**src/rtl/wb_arbiter.sv**
```systemverilog
// Two-requester register-file write arbiter with round-robin priority on contention,
// a registered write port, and a 32-entry pending-write scoreboard for issue.
module wb_arbiter #(
  parameter bit RR_INIT = 1'b0
) (
  input  logic        clk,
  input  logic        rst,
  input  logic        req0_valid,
  output logic        req0_ready,
  input  logic [4:0]  req0_rd,
  input  logic [31:0] req0_data,
  input  logic        req1_valid,
  output logic        req1_ready,
  input  logic [4:0]  req1_rd,
  input  logic [31:0] req1_data,
  input  logic        issue_set,
  input  logic [4:0]  issue_rd,
  input  logic [4:0]  rs1_q,
  input  logic [4:0]  rs2_q,
  output logic        rs1_busy,
  output logic        rs2_busy,
  output logic [4:0]  a3,
  output logic        we3,
  output logic [31:0] wd3
);

  logic        prio;
  logic [31:0] pend, pend_nxt;
  logic        contend, grant0, grant1;
  logic [4:0]  g_rd;
  logic [31:0] g_data;

  // Ready is gated by rst so nothing is accepted while reset is held.
  always_comb begin
    contend = req0_valid & req1_valid;
    grant0  = ~rst & req0_valid & (~req1_valid | ~prio);
    grant1  = ~rst & req1_valid & (~req0_valid |  prio);
    g_rd    = grant1 ? req1_rd   : req0_rd;
    g_data  = grant1 ? req1_data : req0_data;
  end

  assign req0_ready = grant0;
  assign req1_ready = grant1;

  always_ff @(posedge clk or posedge rst) begin
    if (rst) begin
      we3  <= 1'b0;
      a3   <= '0;
      wd3  <= '0;
      prio <= RR_INIT;
    end else begin
      if (grant0 | grant1) begin
        a3  <= g_rd;
        wd3 <= g_data;
        we3 <= |g_rd;   // x0 writes are accepted but never reach the file
      end else begin
        we3 <= 1'b0;
      end
      if (contend) prio <= ~prio;
    end
  end

  // Clear on write, then set on issue, so a same-cycle set wins.
  always_comb begin
    pend_nxt = pend;
    if (we3) pend_nxt[a3] = 1'b0;
    if (issue_set) pend_nxt[issue_rd] = 1'b1;
    pend_nxt[0] = 1'b0;
  end

  always_ff @(posedge clk or posedge rst) begin
    if (rst) pend <= '0;
    else     pend <= pend_nxt;
  end

  // A register being written this cycle reads as free so issue can proceed next cycle.
  assign rs1_busy = pend[rs1_q] & ~(we3 && (a3 == rs1_q));
  assign rs2_busy = pend[rs2_q] & ~(we3 && (a3 == rs2_q));

endmodule

```
**config.mk**
```make
export PLATFORM = sky130hd
export DESIGN_NAME = wb_arbiter
export DESIGN_NICKNAME = d
export VERILOG_FILES = /design/src/rtl/wb_arbiter.sv
export SDC_FILE = /design/constraint.sdc
export NUM_CORES = 1
export LEC_CHECK = 0
export CAP_MARGIN = 20
export CORE_ASPECT_RATIO = 0.8
export CORE_MARGIN = 2
export CORE_UTILIZATION = 49
export DETAILED_ROUTE_END_ITERATION = 7
export PLACE_DENSITY = 0.92
export SETUP_SLACK_MARGIN = 0.15
export SYNTH_ARGS = -nofsm -noshare
export SYNTH_HDL_FRONTEND = slang
export SYNTH_SLANG_ARGS = --single-unit
```
**constraint.sdc**
```tcl
create_clock -name clk -period 8.88 [get_ports clk]
set_input_delay 0.888 -clock clk [delete_from_list [all_inputs] [get_ports clk]]
set_output_delay 0.888 -clock clk [all_outputs]
set_load 0.02 [all_outputs]
```
; Yosys cells after proc, flatten, opt, wreduce, memory -nomap -nowiden
; Cells that the tools add are included.
[totals]
output_inout_bits = 42
regBits = 70
word_cells = 50
[op_classes]
mux = 13
magnitude_cmp = 6
bitwise_logic = 19
n_reduce_logical = 5
n_eq_ne = 2
[op_table]
columns = op, n
row1 = two-way mux 32 bit, 3
row2 = bitwise AND 32 bit, 1
row3 = NOT 32 bit, 1
row4 = OR 32 bit, 1
row5 = less-than comparator 5 x 6 -> 1 bit (second input constant), 4
row6 = binary-select mux 1 bit (select 5 bit), 2
row7 = demux 1 bit (select 5 bit), 2
row8 = equality test 5 bit, 2
row9 = greater-or-equal comparator 5 x 1 -> 1 bit (second input constant), 2
row10 = bitwise AND 1 bit, 7
row11 = NOT 1 bit, 6
row12 = two-way mux 1 bit, 5
row13 = two-way mux 5 bit, 1
row14 = OR reduction 5 bit, 1
row15 = logical AND 1 bit, 4
row16 = OR 1 bit, 3

; Depth between registers and ports, before layout
; Gate-level depths: netlist of the first run.
[depth]
ltp_word = 9
depth_mapped = 6
mapped_depth_nobuf = 4

; Worst setup path after synthesis of the first run
; Ideal clock, no wire load.
[synth_timing]
path_type = input to output
from = input rst
to = output req1_ready
setup_slack_ns = 4.711
t_arrival_ns = 3.281
t_required_ns = 7.992
stages = 5
path_buffers = 2
cell_sequence = inv_1 -> o211ai_1 -> clkbuf_1 -> buf_2 -> inv_2
[synth_between]
elab_chain_len = 3
[synth_lines]
columns = element, line
row1 = start: declaration, 7  ; input logic rst,
row2 = NOT 1 bit, 37  ; grant1 = ~rst & req1_valid & (~req0_valid | prio);
row3 = bitwise AND 1 bit (2 in series), 37
row4 = end: declaration, 13  ; output logic req1_ready,
; No other way between the ends.

; Worst setup path in the final report of the first run
[layout_timing]
from = input rs1_q[0]
to = output rs1_busy
[layout_between]
elab_chain_len = 4
elab_cells_between_ends = 6
cone_classes = eq/ne (1) / mux (2) / bitwise (2) / reduce/logical (1)
[layout_lines]
columns = element, line
row1 = start: declaration, 18  ; input logic [4:0] rs1_q,
row2 = branches (longest 3 deep; another with binary-select mux 1 bit (select 5 bit)), -
row3 = bitwise AND 1 bit *, 77  ; assign rs1_busy = pend[rs1_q] & ~(we3 && (a3 == rs1_q));
row4 = end: declaration, 20  ; output logic rs1_busy,
; Mark *: on every way between the ends. The select of a mux whose other input is x is not followed.

==> flow_summary.yaml, run 1 <==
sta:
  slew_headroom_pct: 42.5
  timing.setup.tns_ns: 0
  fin_crit_ns: 4.27
  achievable-frequency_mhz: 234
  crit_share_post_route_pct: 48.1
  worst-slew-pin-transition_ns: 0.863
  unrepaired_setup_endpoints_after_global_routing: "no"
  final.hold.worst_slack_ns: 0.533
  hold_viol: 0
  setup-violations-final: 0
  maxSlewViolCount: 0
  final.setup_skew_ns: 0.0118
clock_tree:
  clk_path_buf_depth: 2
  number_of_clock_sinks: 70
  cts_tree: "built"
  worst_setup_hold_path_clk_slew_ns: 0.07
  cts_post_setup_buffers_inserted: 0
  ctsHoldBuffers: 0
  cts_root_buf: "sky130_fd_sc_hd__clkbuf_8"
  numCtsBuffers: 9
  cts.repair.resized: 0
  worstSkewPairLatency_ns: 0.33
  cts_htree_levels: 3
cells_and_area:
  drive_above_1_share_pct: 5.40
  area_growth_pct: 41.0
  layout_fillers: 557
  antenna_cells_inserted: 0
  final_nets: 589
placement:
  port_buffers: 135
  hpwl_mm: 8.82
  globalplace.congestion: 0.990
floorplan:
  floorplan.initialDensity_pct: 51.0
  core_area_mm2: 0.00746
  design.die.area_mm2: 0.00849
  fp.dieH_um: 82.8
  die_width_um: 102
  num_rows: 28
  ioPinCount: 136
critical_path:
  critPathKind: "in2out"
  critPathRequiredTime_ns: 7.99
  sort_of_element_at_the_start_of_the_critical_path: "input pin"
  cpMostUsedCell: "sky130_fd_sc_hd__clkdlybuf4s50_1"
  path_cells: "clkdlybuf4s50_1, mux4_2, or3b_1, o2111ai_1, o32ai_1, clkdlybuf4s50_1"
  r2r_cells: 4
  crit_arrival_ns: 3.39
  cp_slowest_stage_delay_ns: 0.77
  r2r_end: "wd3[7]"
  cpMaxStageDelayCell: "sky130_fd_sc_hd__clkdlybuf4s50_1"
  reg2reg_slack_ns: 7.03
  r2r_start: "prio"
  worst-path-max-fanout: 11
  crit_path_end_kind: "output pin"
synthesis:
  ys_top_cells_by_count: "sky130_fd_sc_hd__dfrtp_1, sky130_fd_sc_hd__o21ai_1, sky130_fd_sc_hd__nor2_1"
  synth.lib_cells_used.distinct: 34
  syn_nets: 463
  synthCells: 369
  async_reset_ff_share_pct: 100
  synth_largest_area_cell: "sky130_fd_sc_hd__dfrtp_1"
  yosys-top-cells-area: "sky130_fd_sc_hd__dfrtp_1, sky130_fd_sc_hd__mux2i_1, sky130_fd_sc_hd__o21ai_1"
  post_syn_area_per_cell_um2: 10.3
  synth.yosys.warnings: 0
  synthMostInstantiatedCell: "sky130_fd_sc_hd__dfrtp_1"
  synth.yosys.seq_area_share_pct: 46.1
  yosys_register_bits: 70
  top_area_cell_type_share_of_the_netlist_area_pct: 46.1
  synth_area_mm2: 0.00380
  synth_enable_flop_cells: 0
  synth_ff_type: "sky130_fd_sc_hd__dfrtp_1"
global_routing:
  grtUsageTotal_pct: 29.6
  number_of_antenna_violations_at_the_first_check_in_global_routing: 0
  overflow: 0
  first_global_vias: 3504
  grt_max_degree: 76
  grt_pass1_wl_mm: 18.5
drt:
  dr.pass1.iters: 5
  route.final.wire_length_mm: 11.9
  drt-initial-drc-count: 235
  via_count: 3575
  postRouteAntennaNets: 0
  avgViaCountPerCell: 5.91
  drc: 0
  routedWlPerCell_um: 19.6
worst_hold_path:
  worstHoldPathCells: 2
  hold_class: "reg2reg"
  hp-start: "pend[20]"
  min_to: "pend[20]"
run:
  drv.max_cap_violation_count: 0
power:
  power-per-cell-area_mw_per_mm2: 254
  ir_worst_vdd_mv: 0.131
  power.static_leakage_uw: 0.00196
run_status:
  run_status: "finished, final reports clean"
[sequential cells by signal (all words and copies together) (netlist names)]
register	count
pend	31
wd3	32
prio	1
we3	1
a3	5
[where the power goes]
part / internal (uW) / switching, uW
Clock: 108 / 116
Combinational: 292 / 264
Sequential: 442 / 139
[worst max-delay path by stage]
stage / from / end / slack [ns] / cells after the start
after global routing: rs1_q[0] / rs1_busy / 4.53 / 6
after detailed placement: rs1_q[0] / rs1_busy / 4.60 / 6
after floorplan: rst / req1_ready / 4.71 / 5
after global placement: rs2_q[0] / rs2_busy / 4.65 / 6
final: rs1_q[0] / rs1_busy / 4.61 / 6
after CTS: rs1_q[0] / rs1_busy / 4.60 / 6
[logic make-up after synthesis]
group,after synthesis,synth area share [%]
buffers and inverters,27,3.59
AND/OR/NAND/NOR,89,11.8
flip-flops,70,46.1
AO/OA/AOI/OAI,117,16.8
XOR/XNOR,11,2.53
multiplexers,55,19.2
[layout by cell type (no fill, tap or decap), types with 3 or more instances in the layout]
cell type / n
sky130_fd_sc_hd__nand3_1: 4
sky130_fd_sc_hd__mux4_2: 6
sky130_fd_sc_hd__a21oi_1: 37
sky130_fd_sc_hd__or3_1: 3
sky130_fd_sc_hd__dfrtp_1: 70
sky130_fd_sc_hd__or3b_1: 7
sky130_fd_sc_hd__inv_2: 3
sky130_fd_sc_hd__nand3b_1: 10
sky130_fd_sc_hd__nor2_1: 45
sky130_fd_sc_hd__nand2_1: 11
sky130_fd_sc_hd__mux4_1: 6
sky130_fd_sc_hd__mux2_1: 6
sky130_fd_sc_hd__clkdlybuf4s50_1: 135
sky130_fd_sc_hd__o21ai_1: 64
sky130_fd_sc_hd__buf_4: 3
sky130_fd_sc_hd__clkbuf_8: 10
sky130_fd_sc_hd__xnor2_1: 11
sky130_fd_sc_hd__mux2i_1: 37
sky130_fd_sc_hd__o32ai_1: 4
sky130_fd_sc_hd__clkinv_2: 3
[routing by layer]
layer / vias to the layer above / GRT usage [%] / share of wire, %
met1: 1687 / 38.1 / 39
met4: 0 / 11.1 / 3.2
met5: - / 0 / 0
met3: 44 / 8.88 / 10
met2: 224 / 47.6 / 48
li1: 1620 / - / -
[worst max-delay path, delay by kind of cell]
family,cells,cell delay [ns]
compound gates,2,0.22
simple gates,1,0.37
buf+inv,2,1.34
mux,1,0.56
[metrics by stage]
stage	setup WS (ns)	total power [uW]	std cells	util (%)	cell area, um2
after floorplan	4.71	857	369	-	3800
after global placement	4.65	1100	589	69.6	5190
after detailed placement	4.60	1130	589	69.6	5190
after CTS	4.60	1350	605	71.8	5360
after global routing	4.53	1430	605	71.8	5360
final	4.61	1360	605	71.8	5360
[final cells by class]
type	instances	area (um2)	share of cell area, %
multi-input cells	272	1920	35.8
clock buffers	12	145	2.71
inverters	4	15.0	0.280
repair buffers	138	1370	25.6
well taps	105	131	2.45
clock inverters	4	22.5	0.420
flip-flops and latches	70	1750	32.7
(Power assumes the default switching activity.)
==> inputs of run 2 (changes only) <==
--- a/config.mk
+++ b/config.mk
@@ -8,9 +8,9 @@
 export CAP_MARGIN = 20
 export CORE_ASPECT_RATIO = 0.8
 export CORE_MARGIN = 2
-export CORE_UTILIZATION = 49
+export CORE_UTILIZATION = 41
 export DETAILED_ROUTE_END_ITERATION = 7
-export PLACE_DENSITY = 0.92
+export PLACE_DENSITY = 0.83
 export SETUP_SLACK_MARGIN = 0.15
 export SYNTH_ARGS = -nofsm -noshare
 export SYNTH_HDL_FRONTEND = slang
==> constraint.sdc (replaced) <==
create_clock -name clk -period 3.44 [get_ports clk]
set_input_delay 0.344 -clock clk [delete_from_list [all_inputs] [get_ports clk]]
set_output_delay 0.344 -clock clk [all_outputs]
set_load 0.02 [all_outputs]
==> flow_summary.yaml, run 2 (same netlist as run 1, synthesis figures left out) <==
run_status:
  run_status: "finished, final reports clean"
placement:
  port_buffers: 135
  detailed_place.area_mm2: 0.00522
  hpwl_mm: 8.29
  pre_cts_slack_ns: 0.449
  globalplace.congestion: 0.940
floorplan:
  design.die.area_mm2: 0.0101
  ioPinCount: 136
  num_rows: 31
  die_width_um: 112
  fp.dieH_um: 90.1
  floorplan.initialDensity_pct: 42.1
  core_area_mm2: 0.00904
critical_path:
  crit_path_end_kind: "output pin"
  path_cells: "clkdlybuf4s50_1, mux4_2, o22ai_1, o32a_1, o32ai_1, clkdlybuf4s50_1"
  cp-startpoint: "rs2_q[1]"
  crit_arrival_ns: 2.69
  timing.critical_path.depth: 6
  worst-path-max-fanout: 11
  cp_slowest_stage_delay_ns: 0.77
  crit_end: "rs2_busy"
  critPathKind: "in2out"
  r2r_cells: 4
  path_buf_inv: 2
  reg2reg_slack_ns: 1.53
  r2r_end: "wd3[5]"
  worst_path_dominant_cell_family: "buffers and inverters"
  r2r_start: "prio"
  sort_of_element_at_the_start_of_the_critical_path: "input pin"
  cpMostUsedCell: "sky130_fd_sc_hd__clkdlybuf4s50_1"
  cpMaxStageDelayCell: "sky130_fd_sc_hd__clkdlybuf4s50_1"
  critPathRequiredTime_ns: 3.10
sta:
  final.setup_skew_ns: 0.00462
  achievable-frequency_mhz: 329
  maxSlewViolCount: 0
  fin_crit_ns: 3.04
  worst-slew-pin-transition_ns: 0.891
  timing.setup.tns_ns: 0
  setup-violations-final: 0
  slew_headroom_pct: 40.6
  hold_viol: 0
  unrepaired_setup_endpoints_after_global_routing: "no"
  setup_slack_ns: 0.405
  crit_share_post_route_pct: 88.2
cells_and_area:
  largest_register_ffs: 32
  final_nets: 591
  area_growth_pct: 44.6
  final_common_cell: "sky130_fd_sc_hd__clkdlybuf4s50_1"
  register_bank_with_the_most_flops: "wd3"
  largest_registers: "wd3 (32), pend (31), a3 (5)"
  final_core_util_pct: 60.8
  drive_above_1_share_pct: 6.18
  antenna_cells_inserted: 0
  fin_area_mm2: 0.00550
  most_frequent_cells_in_the_layout: "sky130_fd_sc_hd__clkdlybuf4s50_1, sky130_fd_sc_hd__dfrtp_1, sky130_fd_sc_hd__o21ai_1"
drt:
  highest-signal-layer: "met4"
  amount_of_wire_on_met2_after_detailed_routing_mm: 5.33
  drc: 0
  route.final.wire_length_mm: 11.3
  routedWlPerCell_um: 18.3
  drt-initial-drc-count: 304
  postRouteAntennaNets: 0
  via_count: 3460
  avgViaCountPerCell: 5.61
  dr.pass1.iters: 4
  route.met3.wl_um: 857
  routedLengthMet1_mm: 4.93
clock_tree:
  cts_post_setup_buffers_inserted: 0
  worstSkewPairLatency_ns: 0.32
  cts_tree: "built"
  number_of_clock_sinks: 70
  cts.repair.resized: 0
  ctsHoldBuffers: 0
  cts_htree_levels: 3
  cts_root_buf: "sky130_fd_sc_hd__clkbuf_16"
  clk_path_buf_depth: 2
  worst_setup_hold_path_clk_slew_ns: 0.06
  numCtsBuffers: 9
run:
  drv.max_cap_violation_count: 0
global_routing:
  overflow: 0
  grtUsageTotal_pct: 22.6
  number_of_antenna_violations_at_the_first_check_in_global_routing: 0
  grt_pass1_wl_mm: 18.2
  grt_max_degree: 76
  first_global_vias: 3512
power:
  power.static_leakage_uw: 0.00202
  ir_worst_vdd_mv: 0.319
  power-per-cell-area_mw_per_mm2: 676
worst_hold_path:
  hp-start: "pend[12]"
  hold_class: "reg2reg"
  worstHoldPathCells: 2
[run 2: changes by cell type in the layout (fill, tap and decap cells not counted)]
cell / delta
sky130_fd_sc_hd__clkbuf_1: -2
sky130_fd_sc_hd__clkbuf_16: +9
sky130_fd_sc_hd__buf_4: +2
sky130_fd_sc_hd__clkinvlp_4: +1
sky130_fd_sc_hd__clkinv_4: +3
sky130_fd_sc_hd__clkinv_2: -1
sky130_fd_sc_hd__clkbuf_8: -10
[run 2: cell type report]
type / instances / area [um2]
fill: 770 / 3540
multi-input combinational: 272 / 1920
sequential: 70 / 1750
timing repair buffer: 140 / 1390
clock buffer: 9 / 225
tap: 115 / 144
clock inverter: 7 / 51.3
inverter: 4 / 15.0
[run 2: tightest hold or removal path, stage by stage (launching register included)]
cell and delay [ns]:
sky130_fd_sc_hd__dfrtp_1 0.36, sky130_fd_sc_hd__o21ai_1 0.07, sky130_fd_sc_hd__o21ai_1 0.06
[run 2: routing by layer]
layer	GRT usage (%)	up-vias
met5	0	-
met3	6.20	16
met1	31.0	1666
met4	7.82	0
met2	34.8	164
li1	-	1614
[run 2: how the worst min path moves through the flow]
| stage | end | slack, ns |
|---|---|---|
| detailed placement | pend[12] | 0.52 |
| finish | pend[12] | 0.54 |
| global placement | pend[4] | 0.50 |
| floorplan | pend[17] | 0.47 |
| global route | pend[4] | 0.56 |
| CTS | pend[12] | 0.53 |
[run 2: metrics by stage]
step	power (uW)	cells	hold WS [ns]
after floorplan	2210	369	0.471
after detailed placement	2880	601	0.520
final	3710	617	0.536
after global placement	2810	601	0.499
after global routing	3930	617	0.562
after CTS	3720	617	0.532
[run 2: power by group]
part	internal, uW	switching [uW]	total, uW
Clock	488	348	836
Sequential	1140	312	1450
Combinational	755	670	1420
Total	2390	1330	3710
